## config.mk

```make
export PLATFORM = sky130hd
export DESIGN_NAME = axi_pipeline_add_arb
export DESIGN_NICKNAME = d
export VERILOG_FILES = /design/src/rtl/axi_pipeline_add_arb_pkg.sv /design/src/rtl/axi_pipeline_add_arb_rr_pick.sv /design/src/rtl/axi_pipeline_add_arb.sv
export SDC_FILE = /design/constraint.sdc
export NUM_CORES = 1
export LEC_CHECK = 0
export CORE_AREA = 2 2 237 239
export DETAILED_ROUTE_END_ITERATION = 12
export DIE_AREA = 0 0 239 241
export GPL_TIMING_DRIVEN = 0
export MAX_ROUTING_LAYER = met4
export PLACE_DENSITY = 0.3
export SYNTH_ARGS = -nofsm -noshare
export SYNTH_HDL_FRONTEND = slang
export SYNTH_SLANG_ARGS = --single-unit
export TNS_END_PERCENT = 5
```

## constraint.sdc

```tcl
create_clock -name clk -period 2.6 [get_ports clk]
set_input_delay 0.65 -clock clk [delete_from_list [all_inputs] [get_ports clk]]
set_output_delay 0.65 -clock clk [all_outputs]
set_load 0.1 [all_outputs]
```

## src/rtl/axi_pipeline_add_arb_pkg.sv

```systemverilog
// Shared types and helpers for the round-robin adder arbiter.
package axi_add_arb_pkg;

  typedef enum logic [0:0] {
    ARB_IDLE   = 1'b0,
    ARB_LOCKED = 1'b1
  } arb_state_t;

  function automatic int arb_id_w(input int n);
    return (n <= 2) ? 1 : $clog2(n);
  endfunction

endpackage

```

## src/rtl/axi_pipeline_add_arb_rr_pick.sv

```systemverilog
// Combinational round-robin priority encoder: first set request at or after
// start, wrapping modulo N.
module rr_pick #(
  parameter int N = 4,
  parameter int W = 2
) (
  input  logic [N-1:0] req,
  input  logic [W-1:0] start,
  output logic         found,
  output logic [W-1:0] idx
);

  always_comb begin
    int unsigned j;
    logic [W-1:0] cand;
    found = 1'b0;
    idx   = '0;
    j     = 0;
    cand  = '0;
    for (int unsigned k = 0; k < N; k++) begin
      j    = (32'(start) + k) % N;
      cand = W'(j);
      if (!found && req[cand]) begin
        found = 1'b1;
        idx   = cand;
      end
    end
  end

endmodule

```

## src/rtl/axi_pipeline_add_arb.sv

```systemverilog
// Round-robin scheduler sharing one axi_pipeline_add between NUM_REQ streams;
// beats are tagged {last, id, user} and results are steered back by the tag.
module axi_pipeline_add_arb
  import axi_add_arb_pkg::*;
#(
  parameter  int NUM_REQ    = 4,
  parameter  int DWIDTH     = 32,
  parameter  int UWIDTH     = 8,
  localparam int ID_W       = arb_id_w(NUM_REQ),
  localparam int ADD_UWIDTH = 1 + ID_W + UWIDTH
) (
  input  logic                      clk,
  input  logic                      rst,
  input  logic [NUM_REQ-1:0]        s_valid,
  output logic [NUM_REQ-1:0]        s_ready,
  input  logic [NUM_REQ-1:0]        s_last,
  input  logic [NUM_REQ*DWIDTH-1:0] s_data_a,
  input  logic [NUM_REQ*DWIDTH-1:0] s_data_b,
  input  logic [NUM_REQ*UWIDTH-1:0] s_user,
  output logic                      add_s_valid,
  input  logic                      add_s_ready,
  output logic [DWIDTH-1:0]         add_s_data_a,
  output logic [DWIDTH-1:0]         add_s_data_b,
  output logic [ADD_UWIDTH-1:0]     add_s_user,
  input  logic                      add_m_valid,
  output logic                      add_m_ready,
  input  logic [DWIDTH-1:0]         add_m_data_a,
  input  logic [DWIDTH-1:0]         add_m_data_b,
  input  logic [DWIDTH-1:0]         add_m_data_result,
  input  logic                      add_m_data_carry,
  input  logic [ADD_UWIDTH-1:0]     add_m_user,
  output logic [NUM_REQ-1:0]        r_valid,
  input  logic [NUM_REQ-1:0]        r_ready,
  output logic [DWIDTH-1:0]         r_data_a,
  output logic [DWIDTH-1:0]         r_data_b,
  output logic [DWIDTH-1:0]         r_result,
  output logic                      r_carry,
  output logic                      r_last,
  output logic [UWIDTH-1:0]         r_user,
  output logic                      id_err
);

  localparam logic [ID_W:0] NUM_REQ_L = (ID_W + 1)'(NUM_REQ);

  arb_state_t      state, state_nxt;
  logic [ID_W-1:0] gnt, gnt_nxt;
  logic [ID_W-1:0] last_gnt, last_gnt_nxt;
  logic [ID_W-1:0] pick_start, pick_idx;
  logic            pick_found;

  logic [DWIDTH-1:0] a_arr [NUM_REQ];
  logic [DWIDTH-1:0] b_arr [NUM_REQ];
  logic [UWIDTH-1:0] u_arr [NUM_REQ];

  for (genvar g = 0; g < NUM_REQ; g++) begin : g_unpack
    assign a_arr[g] = s_data_a[g*DWIDTH +: DWIDTH];
    assign b_arr[g] = s_data_b[g*DWIDTH +: DWIDTH];
    assign u_arr[g] = s_user[g*UWIDTH +: UWIDTH];
  end

  assign pick_start = (last_gnt == ID_W'(NUM_REQ - 1)) ? '0 : last_gnt + 1'b1;

  rr_pick #(
    .N (NUM_REQ),
    .W (ID_W)
  ) u_pick (
    .req   (s_valid),
    .start (pick_start),
    .found (pick_found),
    .idx   (pick_idx)
  );

  // Result path: tag decode and out-of-range detection.
  logic [ID_W-1:0] rid;
  logic            rid_ok;

  assign rid    = add_m_user[UWIDTH +: ID_W];
  assign rid_ok = ({1'b0, rid} < NUM_REQ_L);

  always_ff @(posedge clk) begin
    if (rst) begin
      state    <= ARB_IDLE;
      gnt      <= '0;
      last_gnt <= ID_W'(NUM_REQ - 1);
      id_err   <= 1'b0;
    end else begin
      state    <= state_nxt;
      gnt      <= gnt_nxt;
      last_gnt <= last_gnt_nxt;
      if (add_m_valid && !rid_ok) id_err <= 1'b1;
    end
  end

  // Handshakes are gated by rst so nothing is accepted while the adder flushes.
  always_comb begin
    state_nxt    = state;
    gnt_nxt      = gnt;
    last_gnt_nxt = last_gnt;
    add_s_valid  = 1'b0;
    s_ready      = '0;
    unique case (state)
      ARB_IDLE: begin
        if (pick_found) begin
          state_nxt = ARB_LOCKED;
          gnt_nxt   = pick_idx;
        end
      end
      ARB_LOCKED: begin
        if (!rst) begin
          add_s_valid  = s_valid[gnt];
          s_ready[gnt] = add_s_ready;
        end
        if (s_valid[gnt] && add_s_ready && s_last[gnt]) begin
          last_gnt_nxt = gnt;
          state_nxt    = ARB_IDLE;
        end
      end
      default: state_nxt = ARB_IDLE;
    endcase
  end

  assign add_s_data_a = a_arr[gnt];
  assign add_s_data_b = b_arr[gnt];
  assign add_s_user   = {s_last[gnt], gnt, u_arr[gnt]};

  always_comb begin
    r_valid = '0;
    for (int unsigned i = 0; i < NUM_REQ; i++) begin
      r_valid[i] = add_m_valid && rid_ok && (rid == ID_W'(i));
    end
  end

  assign add_m_ready = rid_ok ? r_ready[rid] : 1'b1;
  assign r_data_a    = add_m_data_a;
  assign r_data_b    = add_m_data_b;
  assign r_result    = add_m_data_result;
  assign r_carry     = add_m_data_carry;
  assign r_last      = add_m_user[UWIDTH + ID_W];
  assign r_user      = add_m_user[UWIDTH-1:0];

endmodule

```

==> summary.md <==
| Metric | Value |
|---|---|
| Synthesized area per cell | 11.7 µm² |
| Setup Crit Path Kind | in2out |
| Post-synth ARST share | 0% |
| Number of synthesized flops with an enable pin | 0 |
| Slew Limit Fails | 0 |
| Hold Path Class | reg2reg |
| Layout Area Growth over Synthesis | 189% |
| DR vias/cell | 2.94 |
| FF-to-FF End | gnt[1] |
| Design area | 0.00912 mm² |
| Crit path DAT | approximately 2.0 ns |
| Final Util | 16.6% |
| Pwr Density | 499 mW/mm² |
| RSZ-0062 raised after global routing | true |
| DRT iter0 DRCs | 77 |
| Internal power | 1620 µW |
| Post-synthesis cell area | 0.00315 mm² |
| Minimum clock period | 2.68 ns |
| Root Buffer | clkbuf_16 |
| Vias post-DR | 4338 |
| Hold path startpoint | last_gnt[1] |
| Die Ht | 241 µm |
| Clk pwr share | 5.5% |
| Die Area | 0.0576 mm² |
| Synthesis warning total | 0 |
| WL/cell | between 15 and 20 µm |
| Netlist cell types | 37 |
| Largest net degree at the start of global routing | 11 |
| Hold-critical path depth | 1 |
| Most common cell in the netlist | buf_4 |
| Cells taking the most area after synthesis | mux4_2 (54%), buf_4 (25%), dfxtp_1 (3.2%), mux4_1 (1.7%), buf_2 (1.4%) |
| Hold EP | last_gnt[1] |
| FP Rows | 86 |
| Clock slew at reported path FFs | 0.03 ns |
| Max stage delay on crit path | 0.49 ns |
| Final Cycle Share | 103% |
| Clk_skew | 0.000830 ns |
| Comb pwr share | 92.3% |
| Placed inst area | 0.00903 mm² |
| Worst Tran Pin Value | 1.04 ns |
| Hold_buf cts | 0 |
| Worst Reg2Reg Path Length in Cells | 8 |
| Worst r2r src | last_gnt[0] |
| H-tree levels | 1 |
| Share of cells above drive strength 1 | between 30% and 40% |
| Crit. End Element | output pin |
| R2r setup slk | roughly 0.15 ns |
| Pre-Repair DR Iteration Count | 4 |
| Seq/Total Area, Yosys | about 3.2% |
| Post-route ant nets | 0 |
| I/O pin cnt | 604 |
| Final Setup Violations | 28 |
| CP Launch Type | input pin |
| Fin worst setup slack | -0.0773 ns |
| Vias in the first global route | 4721 |
| CTS Buf Count | 3 |
| Max_cap viols | 0 |
| Critical Path RT | 1.95 ns |
| Syn Inst Count | 270 |
| Initial antenna violation count | 4 |
| Top-area cell type share of the netlist area | 53.6% |
| Yosys top cell by area | mux4_2 |
| Slew HR | 30.5% |
| Commonest cells post-synth | buf_4 (107), mux4_2 (75), buf_2 (9), clkbuf_1 (8), nor2_1 (8) |
| Gr usage total | 8.07% |
| CTS tree | done |
| Max frequency | around 370 MHz |
| Psw | about 2900 µW |
| Core ar. | roughly 0.055 mm² |
| Total power after layout | 4550 µW |
| Clock buffer depth | 2 |
| Endpoints failing hold | 0 |
| DRC violations left | 0 |
| Max FO, Critical Path | 1 |
| Dpl hpwl | 22900 µm |
| Clk Latency, worst-skew pair | 0.22 ns |
| Fillcell total | roughly 6200 |
| Max VDD drop | 0.223 mV |
| Detailed Route WL | 25300 µm |
| Global-route wire length before repair | 32800 µm |
| Cell Chain, Critical Path | clkdlybuf4s50_1 > mux4_2 > clkdlybuf4s15_2 |
| Top_reg_cell synth | dfxtp_1 |
| Final nets | 1186 |
| FF+latch count, synth | 5 |
| Failing checks | negative setup slack |
| Dpl ws | -1.81 ns |
| Die W | 239 µm |
| Sw frac | 64.5% |
| Starting Density | 5.75% |
| CTS sink count | 5 |
| LEAKAGE | 0.00335 µW |
| Port bufs | between 400 and 500 |
| Outcome | finished with violations |
| Syn nets | 685 |
| Gpl congestion | 0.697 |
| Grt ovf | 0 |
| Critical Path Slowest Stage Cell | clkdlybuf4s15_2 |
| Sequential fraction of design power | 2.2% |
metal layers:
layer	track usage (%)	up-vias	part of all wire, %
li1	-	1970	-
met1	8.54	2016	36
met2	15.4	350	53
met3	2.44	2	11
met4	0.455	0	0.22
met5	-	-	0
flip-flops by register name, summed over array words and instances (netlist names):
register,flops
gnt,2
last_gnt,2
state,1
power by group through the flow:
stage / registers, µW / logic, µW / clock network [µW]
after floorplan: 123 / 2990 / 0
after global placement: 95.0 / 4320 / 0
after detailed placement: 95.5 / 4290 / 0
after CTS: 102 / 4220 / 255
after global routing: 104 / 4360 / 263
final: 100 / 4200 / 251
logic make-up (layout without fill, tap and decap cells):
| group | Yosys count | after routing | share of synthesized area [%] |
|---|---|---|---|
| AO/OA/AOI/OAI | 18 | 18 | 4.09 |
| other | 1 | 5 | 0.119 |
| XOR/XNOR | 1 | 1 | 0.278 |
| multiplexers | 81 | 81 | 56.6 |
| flip-flops | 5 | 5 | 3.17 |
| adder cells (fa/ha/maj) | 3 | 3 | 1.19 |
| buffers and inverters | 132 | 632 | 29.0 |
| AND/OR/NAND/NOR | 29 | 29 | 5.48 |
worst max path at each step:
stage / slack, ns / cells past startpoint / to / start
after floorplan: -0.42 / 3 / add_s_valid / gnt[1]
after global placement: -1.87 / 5 / add_s_data_b[8] / gnt[1]
after detailed placement: -1.81 / 5 / add_s_data_a[28] / gnt[1]
after CTS: -0.16 / 4 / add_s_data_b[28] / gnt[0]
after global routing: -0.15 / 5 / add_s_data_b[12] / gnt[1]
final: -0.08 / 3 / add_s_data_a[31] / s_data_a[31]
layout by cell type (no fill, tap or decap), types with 3 or more instances in the layout:
cell type	instances
nor2_1	6
dlygate4sd2_1	8
clkdlybuf4s50_1	405
a21oi_1	4
nand2b_1	3
buf_6	8
clkbuf_16	3
buf_4	154
clkbuf_4	14
clkdlybuf4s15_2	19
buf_2	6
inv_1	5
diode_2	4
mux2_2	3
mux4_2	75
and3_1	3
buf_12	3
final cells by class:
type / instances / area, µm² / area share (%)
multi-input cells: 133 / 2190 / 24.1
repair buffers: 497 / 4850 / 53.2
clock buffers: 4 / 78.8 / 0.864
well taps: 704 / 881 / 9.66
diodes: 4 / 10.0 / 0.110
plain buffers: 126 / 980 / 10.7
inverters: 5 / 18.8 / 0.206
flip-flops and latches: 5 / 106 / 1.17
through the flow:
step / TNS (ns) / hold slack (ns) / cells
4_1_cts: -6.22 / 0.527 / 1474
5_1_grt: -4.07 / 0.561 / 1478
6_report: -1.20 / 0.514 / 1478
2_1_floorplan: -11.40 / 0.463 / 270
3_3_place_gp: -118.91 / 0.513 / 1470
3_5_place_dp: -117.35 / 0.519 / 1470
timing repair:
| item | CTS | global route |
|---|---|---|
| pin swaps | 1 | 0 |
| hold endpoints to repair | 0 | 0 |
| resized for setup | 453 | 51 |
| endpoints found under the setup margin | 85 | 72 |
| buffers inserted | 1 | 0 |
critical path: cells and delay by family:
kind	cells	cell delay, ns
buf+inv	2	0.92
mux	1	0.45
Power figures use the tool's default switching activity.
